$ cat config.mk
export PLATFORM = sky130hd
export DESIGN_NAME = i2s_tdm_master_tx
export DESIGN_NICKNAME = d
export VERILOG_FILES = /design/src/rtl/i2s_tdm_master_tx.sv
export SDC_FILE = /design/constraint.sdc
export NUM_CORES = 1
export LEC_CHECK = 0
export BUFFER_PORTS_ARGS = -buffer_cell sky130_fd_sc_hd__buf_2
export CAP_MARGIN = 25
export CORE_AREA = 5 5 119 178
export DETAILED_ROUTE_END_ITERATION = 6
export DIE_AREA = 0 0 124 183
export PLACE_DENSITY = 0.73
export SKIP_LAST_GASP = 1
export SLEW_MARGIN = 20
export SYNTH_ARGS = -nofsm -noshare
export SYNTH_HDL_FRONTEND = slang
export SYNTH_SLANG_ARGS = --single-unit
export TNS_END_PERCENT = 10
$ cat constraint.sdc
create_clock -name S_AXIS_ACLK -period 12.01 [get_ports S_AXIS_ACLK]
set_clock_uncertainty 0.2 [all_clocks]
set_input_delay 0.6005 -clock S_AXIS_ACLK [delete_from_list [all_inputs] [get_ports S_AXIS_ACLK]]
set_output_delay 0.6005 -clock S_AXIS_ACLK [all_outputs]
set_load 0.03 [all_outputs]
$ cat src/rtl/i2s_tdm_master_tx.sv
// I2S / left-justified TDM transmitter: AXI4-Stream sample FIFO feeding a
// self-clocked serialiser that derives bclk and lrclk from S_AXIS_ACLK.
module i2s_tdm_master_tx #(
    parameter int C_S_AXIS_TDATA_WIDTH = 32,
    parameter int SAMPLE_WIDTH         = 24,
    parameter int SLOT_WIDTH           = 32,
    parameter int NUM_CHANNELS         = 2,
    parameter int BCLK_DIV             = 4,
    parameter int FIFO_DEPTH           = 8
) (
    input  logic                            S_AXIS_ACLK,
    input  logic                            S_AXIS_ARESET,
    input  logic                            enable,
    input  logic                            mode_lj,
    input  logic [C_S_AXIS_TDATA_WIDTH-1:0] S_AXIS_TDATA,
    input  logic                            S_AXIS_TVALID,
    input  logic                            S_AXIS_TLAST,
    output logic                            S_AXIS_TREADY,
    output logic                            bclk,
    output logic                            lrclk,
    output logic                            sdata,
    output logic [15:0]                     underrun_count,
    output logic                            align_err
);
    localparam int DW  = $clog2(BCLK_DIV);
    localparam int BW  = (SLOT_WIDTH > 1) ? $clog2(SLOT_WIDTH) : 1;
    localparam int SLW = $clog2(NUM_CHANNELS);
    localparam int PW  = $clog2(FIFO_DEPTH);
    localparam int CW  = PW + 1;

    localparam logic [DW-1:0]  DIV_LAST  = DW'(BCLK_DIV - 1);
    localparam logic [DW-1:0]  DIV_HALF  = DW'(BCLK_DIV / 2);
    localparam logic [BW-1:0]  BIT_LAST  = BW'(SLOT_WIDTH - 1);
    localparam logic [SLW-1:0] SLOT_LAST = SLW'(NUM_CHANNELS - 1);
    localparam logic [SLW-1:0] SLOT_HALF = SLW'(NUM_CHANNELS / 2);
    localparam logic [CW-1:0]  CNT_FULL  = CW'(FIFO_DEPTH);
    localparam logic [CW-1:0]  CNT_FRAME = CW'(NUM_CHANNELS);

    typedef enum logic {ST_IDLE = 1'b0, ST_FRAME = 1'b1} state_t;

    state_t                  state_q, state_d;
    logic [DW-1:0]           div_q, div_d;
    logic [BW-1:0]           bit_q, bit_d;
    logic [SLW-1:0]          slot_q, slot_d;
    logic                    live_q, live_d;
    logic                    mode_q, mode_d;
    logic [SAMPLE_WIDTH-1:0] shreg_q, shreg_d;
    logic                    delay_q, delay_d;
    logic                    bclk_q, bclk_d;
    logic                    lrclk_q, lrclk_d;
    logic                    sdata_q, sdata_d;
    logic [15:0]             underrun_q, underrun_d;
    logic [PW-1:0]           wr_ptr_q, wr_ptr_d;
    logic [PW-1:0]           rd_ptr_q, rd_ptr_d;
    logic [CW-1:0]           count_q, count_d;
    logic [SLW-1:0]          wr_idx_q, wr_idx_d;
    logic                    align_err_q, align_err_d;
    logic                    rdy_q, rdy_d;

    logic [SAMPLE_WIDTH-1:0] mem_q [FIFO_DEPTH];
    logic [SAMPLE_WIDTH-1:0] sample_in;
    logic [SAMPLE_WIDTH-1:0] word;
    logic                    push, pop, bit_end, frame_end, frame_start;
    logic                    emit, slot_start, stream_bit;
    logic                    unused_tdata;

    assign sample_in    = S_AXIS_TDATA[C_S_AXIS_TDATA_WIDTH-1 -: SAMPLE_WIDTH];
    assign unused_tdata = ^S_AXIS_TDATA;

    // Beat transfers on a rising edge where TVALID && TREADY; TREADY comes
    // only from registered state so it never depends on TVALID.
    assign S_AXIS_TREADY  = rdy_q && (count_q != CNT_FULL);
    assign bclk           = bclk_q;
    assign lrclk          = lrclk_q;
    assign sdata          = sdata_q;
    assign underrun_count = underrun_q;
    assign align_err      = align_err_q;

    always_comb begin
        state_d     = state_q;
        div_d       = div_q;
        bit_d       = bit_q;
        slot_d      = slot_q;
        live_d      = live_q;
        mode_d      = mode_q;
        shreg_d     = shreg_q;
        delay_d     = delay_q;
        lrclk_d     = lrclk_q;
        sdata_d     = sdata_q;
        underrun_d  = underrun_q;
        wr_ptr_d    = wr_ptr_q;
        rd_ptr_d    = rd_ptr_q;
        count_d     = count_q;
        wr_idx_d    = wr_idx_q;
        align_err_d = align_err_q;
        rdy_d       = 1'b1;
        word        = '0;
        stream_bit  = 1'b0;
        pop         = 1'b0;
        emit        = 1'b0;
        slot_start  = 1'b0;
        frame_start = 1'b0;
        push        = S_AXIS_TVALID && S_AXIS_TREADY;
        bit_end     = (state_q == ST_FRAME) && (div_q == DIV_LAST);
        frame_end   = bit_end && (bit_q == BIT_LAST) && (slot_q == SLOT_LAST);

        if (state_q == ST_FRAME) begin
            div_d = bit_end ? '0 : div_q + DW'(1);
        end

        if (state_q == ST_IDLE) begin
            frame_start = enable;
        end else if (frame_end) begin
            if (enable) begin
                frame_start = 1'b1;
            end else begin
                state_d = ST_IDLE;
                div_d   = '0;
                bit_d   = '0;
                slot_d  = '0;
                delay_d = 1'b0;
                lrclk_d = 1'b0;
                sdata_d = 1'b0;
            end
        end else if (bit_end) begin
            emit = 1'b1;
            if (bit_q == BIT_LAST) begin
                bit_d      = '0;
                slot_d     = slot_q + SLW'(1);
                slot_start = 1'b1;
            end else begin
                bit_d = bit_q + BW'(1);
            end
        end

        if (frame_start) begin
            state_d    = ST_FRAME;
            div_d      = '0;
            bit_d      = '0;
            slot_d     = '0;
            mode_d     = mode_lj;
            live_d     = (count_q >= CNT_FRAME);
            emit       = 1'b1;
            slot_start = 1'b1;
            if (!live_d && underrun_q != 16'hFFFF) begin
                underrun_d = underrun_q + 16'd1;
            end
        end

        // The shift register fills with zeros, which produces the slot padding.
        if (slot_start) begin
            pop        = live_d;
            word       = live_d ? mem_q[rd_ptr_q] : '0;
            stream_bit = word[SAMPLE_WIDTH-1];
            shreg_d    = word << 1;
        end else begin
            stream_bit = shreg_q[SAMPLE_WIDTH-1];
            if (emit) begin
                shreg_d = shreg_q << 1;
            end
        end

        if (emit) begin
            lrclk_d = (slot_d >= SLOT_HALF);
            sdata_d = mode_d ? stream_bit : delay_q;
            delay_d = stream_bit;
        end

        if (push) begin
            wr_ptr_d = wr_ptr_q + PW'(1);
            if (S_AXIS_TLAST) begin
                if (wr_idx_q != SLOT_LAST) begin
                    align_err_d = 1'b1;
                end
                wr_idx_d = '0;
            end else if (wr_idx_q == SLOT_LAST) begin
                align_err_d = 1'b1;
                wr_idx_d    = '0;
            end else begin
                wr_idx_d = wr_idx_q + SLW'(1);
            end
        end
        if (pop) begin
            rd_ptr_d = rd_ptr_q + PW'(1);
        end
        case ({push, pop})
            2'b10:   count_d = count_q + CW'(1);
            2'b01:   count_d = count_q - CW'(1);
            default: ;
        endcase

        bclk_d = (state_d == ST_FRAME) && (div_d >= DIV_HALF);
    end

    always_ff @(posedge S_AXIS_ACLK) begin
        if (S_AXIS_ARESET) begin
            state_q     <= ST_IDLE;
            div_q       <= '0;
            bit_q       <= '0;
            slot_q      <= '0;
            live_q      <= 1'b0;
            mode_q      <= 1'b0;
            shreg_q     <= '0;
            delay_q     <= 1'b0;
            bclk_q      <= 1'b0;
            lrclk_q     <= 1'b0;
            sdata_q     <= 1'b0;
            underrun_q  <= '0;
            wr_ptr_q    <= '0;
            rd_ptr_q    <= '0;
            count_q     <= '0;
            wr_idx_q    <= '0;
            align_err_q <= 1'b0;
            rdy_q       <= 1'b0;
        end else begin
            state_q     <= state_d;
            div_q       <= div_d;
            bit_q       <= bit_d;
            slot_q      <= slot_d;
            live_q      <= live_d;
            mode_q      <= mode_d;
            shreg_q     <= shreg_d;
            delay_q     <= delay_d;
            bclk_q      <= bclk_d;
            lrclk_q     <= lrclk_d;
            sdata_q     <= sdata_d;
            underrun_q  <= underrun_d;
            wr_ptr_q    <= wr_ptr_d;
            rd_ptr_q    <= rd_ptr_d;
            count_q     <= count_d;
            wr_idx_q    <= wr_idx_d;
            align_err_q <= align_err_d;
            rdy_q       <= rdy_d;
        end
    end

    // Storage needs no reset: reset empties the FIFO through the pointers.
    always_ff @(posedge S_AXIS_ACLK) begin
        if (push) begin
            mem_q[wr_ptr_q] <= sample_in;
        end
    end
endmodule

==> results_dict.tcl <==
set metrics [dict create \
    design.die.area_mm2 0.0227 \
    timing_hold_violations_final 0 \
    worst_hold_path.endpoint "mem_q[6][8]" \
    rrSetupSlack_ps 8090 \
    worst_endpoint_data_arrival_time_ps 4150 \
    p_per_area_mw_per_mm2 159 \
    die_h_um 183 \
    ys_dominant_reg_cell "sky130_fd_sc_hd__edfxtp_1" \
    run_status "completed" \
    place_congestion 0.809 \
    fillers 1427 \
    synth-edff-count 192 \
    cts.path.max_buffers 3 \
    synthToLayoutAreaGrowth_pct 13.1 \
    start_util_pct 53.9 \
    wl_um 20200 \
    worst_skew_pair.late_latency_ps 510 \
    first_global_vias 6138 \
    synth_cells 668 \
    criticalPathCategory "reg2reg" \
    required_time_reported_for_the_critical_path_endpoint_ps 12240 \
    post_cts_buffers 0 \
    postSynth.asyncResetShare_pct 0 \
    layout.cells.most_common_list "sky130_fd_sc_hd__edfxtp_1, sky130_fd_sc_hd__dfxtp_1, sky130_fd_sc_hd__nor2_1, sky130_fd_sc_hd__buf_2, sky130_fd_sc_hd__mux4_2" \
    synth-seq-area-share_pct 68.3 \
    multi_input_area_mm2 0.00317 \
    clock_tree_from_tritoncts "done" \
    avgSynthCellArea_um2 15.7 \
    mostFrequentLayoutCell "sky130_fd_sc_hd__edfxtp_1" \
    postRouteAntennaNets 0 \
    min_path_type "in2reg" \
    final_layout_size_suffix_gt1_share_pct 26.2 \
    net_count_final 768 \
    post-layout-total-power_mw 1.88 \
    maxClockFrequency_mhz 255 \
    detailedRoute.firstIterationViolations 439 \
    row_count 63 \
    yosys.area.top_type "sky130_fd_sc_hd__edfxtp_1" \
    yosys_warnings 0 \
    hpwlAfterDp_um 11800 \
    post_synth_main_area_contributors "sky130_fd_sc_hd__edfxtp_1, sky130_fd_sc_hd__dfxtp_1, sky130_fd_sc_hd__mux4_2, sky130_fd_sc_hd__mux2_2, sky130_fd_sc_hd__nor2_1" \
    detail_route.vias_per_cell 5.85 \
    final-setup-viol-count 0 \
    synthesis.nets 716 \
    max_slew_headroom_pct 34.8 \
    standby_leakage_power_nw 3.91 \
    mappedNetlistArea_mm2 0.0105 \
    cts_resized 0 \
    antenna_found_initial 2 \
    finalSetupTns_ps 0 \
    reg2regPathDepth 15 \
    io_buffer_count 50 \
    grt_max_degree 63 \
    cts_inserted_buffers 24 \
    drc 0 \
    die_width_um 124 \
    count_of_unique_library_cells_instantiated_by_yosys 59 \
    grt_usage_pct 18.5 \
    critical_path_peak_fanout 27 \
    wire_length_per_cell_um 20.3 \
    grt_setup_unrepaired "no" \
    fin_crit_ps 3920 \
    fin_area_mm2 0.0119 \
    rr_endpoint "count_q[2]" \
    ir_worst_vdd_mv 0.131 \
    synth_top_area_share_pct 55.0 \
    grt_overflow 0 \
    fin_crit_sh_pct 32.6 \
    cts-hold-fix-buffers 0 \
    min_path_cells 1 \
    detail_route.first_pass.iterations 5 \
    clock_pin_slew_worst_setup_and_hold_paths_ps 60 \
    worst_setup_start_kind "register" \
    drv_slew 0 \
    htreeDepth 1 \
    placed_area_mm2 0.0110 \
    crit-reg2reg-launch "bit_q[0]" \
    yosys_register_bits 262 \
    num_vias 5839 \
    tritoncts_num_sinks 262 \
    timing.critical_path.to_type "register" \
    layout.area.seq_mm2 0.00717 \
    clk_root_buffer_cell "sky130_fd_sc_hd__clkbuf_16" \
    coreArea_mm2 0.0195 \
    grt_pass1_wl_um 32300 \
    cap_violations 0 \
    worstMarginPinSlew_ps 976 \
    boundaryPins 59 \
    timing.hold.worst.start "S_AXIS_TDATA[16]" \
]
[cell usage after synthesis, types with 2 or more instances]
| master | n |
|---|---|
| sky130_fd_sc_hd__mux2_1 | 2 |
| sky130_fd_sc_hd__nor3_1 | 12 |
| sky130_fd_sc_hd__o31ai_1 | 5 |
| sky130_fd_sc_hd__buf_2 | 8 |
| sky130_fd_sc_hd__and3_1 | 4 |
| sky130_fd_sc_hd__o21ai_0 | 23 |
| sky130_fd_sc_hd__nor2_1 | 60 |
| sky130_fd_sc_hd__or3_1 | 4 |
| sky130_fd_sc_hd__xnor2_1 | 7 |
| sky130_fd_sc_hd__a31oi_1 | 3 |
| sky130_fd_sc_hd__dfxtp_1 | 70 |
| sky130_fd_sc_hd__nor4_1 | 5 |
| sky130_fd_sc_hd__nand3_1 | 10 |
| sky130_fd_sc_hd__inv_1 | 7 |
| sky130_fd_sc_hd__clkbuf_1 | 19 |
| sky130_fd_sc_hd__nand2_1 | 38 |
| sky130_fd_sc_hd__a22oi_1 | 4 |
| sky130_fd_sc_hd__nor2b_1 | 6 |
| sky130_fd_sc_hd__a211oi_1 | 24 |
| sky130_fd_sc_hd__nand2b_1 | 2 |
| sky130_fd_sc_hd__buf_6 | 2 |
| sky130_fd_sc_hd__mux2_2 | 23 |
| sky130_fd_sc_hd__o211ai_1 | 3 |
| sky130_fd_sc_hd__or4_1 | 3 |
| sky130_fd_sc_hd__ha_1 | 10 |
| sky130_fd_sc_hd__nor4b_1 | 2 |
| sky130_fd_sc_hd__buf_1 | 3 |
| sky130_fd_sc_hd__mux4_2 | 48 |
| sky130_fd_sc_hd__and2_1 | 4 |
| sky130_fd_sc_hd__nand4_1 | 2 |
| sky130_fd_sc_hd__buf_4 | 4 |
| sky130_fd_sc_hd__xor2_1 | 9 |
| sky130_fd_sc_hd__mux2i_1 | 5 |
| sky130_fd_sc_hd__a21oi_1 | 16 |
| sky130_fd_sc_hd__nor3_2 | 2 |
| sky130_fd_sc_hd__o21ai_1 | 5 |
| sky130_fd_sc_hd__edfxtp_1 | 192 |
[worst max path at each step]
stage,from,endpoint,cells past startpoint
6_report,bit_q[0],count_q[2],15
5_1_grt,bit_q[0],count_q[2],15
4_1_cts,bit_q[0],count_q[2],14
3_5_place_dp,bit_q[0],count_q[2],14
3_3_place_gp,bit_q[0],count_q[2],14
2_1_floorplan,S_AXIS_TVALID,mem_q[0][0],4
[flip-flops by register name, indices dropped and copies added, names as in the netlist, 2 cells and up, named ones only]
register	count
bit_q	5
count_q	4
div_q	2
mem_q	192
rd_ptr_q	3
shreg_q	23
underrun_count	16
wr_ptr_q	3
[per-stage QoR]
step           std cells  util (%)  hold WS, ps  setup WS (ps)
2_1_floorplan        668         -          232           7940
5_1_grt              998      60.9          148           7800
3_3_place_gp         952      56.6          244           8280
3_5_place_dp         952      56.6          270           8030
4_1_cts              995      60.7          139           7980
6_report             998      60.9          155           8090
[layer usage]
metal / GRT usage [%] / vias to the layer above / part of all wire (%)
li1: - / 2698 / -
met1: 22.1 / 2954 / 39
met2: 33.9 / 157 / 54
met3: 3.24 / 28 / 5.1
met4: 5.13 / 2 / 1.6
met5: 0 / - / 0.064
[cells by family after synthesis]
kind of cell	synth area share (%)
multiplexers	13.5
AND/OR/NAND/NOR	7.94
flip-flops	68.3
AO/OA/AOI/OAI	5.77
adder cells (fa/ha/maj)	1.19
buffers and inverters	1.96
XOR/XNOR	1.34
[worst max-delay path: stages (launching register included)]
cell and delay (ps):
sky130_fd_sc_hd__dfxtp_1 410, sky130_fd_sc_hd__ha_1 220, sky130_fd_sc_hd__and3_1 170, sky130_fd_sc_hd__ha_1 360, sky130_fd_sc_hd__a21boi_1 140, sky130_fd_sc_hd__o21bai_2 300, sky130_fd_sc_hd__buf_8 210, sky130_fd_sc_hd__nor3_4 130
sky130_fd_sc_hd__buf_4 350, sky130_fd_sc_hd__ha_1 320, sky130_fd_sc_hd__xor2_1 170, sky130_fd_sc_hd__ha_1 170, sky130_fd_sc_hd__a21oi_1 50, sky130_fd_sc_hd__xor2_1 170, sky130_fd_sc_hd__or3_1 320, sky130_fd_sc_hd__a21oi_1 140
[final cells by class]
cell class                 count  share of cell area [%]
antenna                        1                  0.0211
clock buffer                  32                    5.83
clock inverter                11                   0.949
inverter                       8                   0.253
multi-input combinational    362                    26.7
sequential                   262                    60.5
tap                          260                    2.74
timing repair buffer          62                    3.04
[report_power, final]
group | switching, mW | leakage [nW] | total [mW] | internal (mW)
combinational | 0.0667 | 1.21 | 0.115 | 0.0485
clock | 0.314 | 0.393 | 0.762 | 0.449
sequential | 0.0148 | 2.31 | 1.01 | 0.990
No activity file was read; power rests on OpenSTA's default activity.
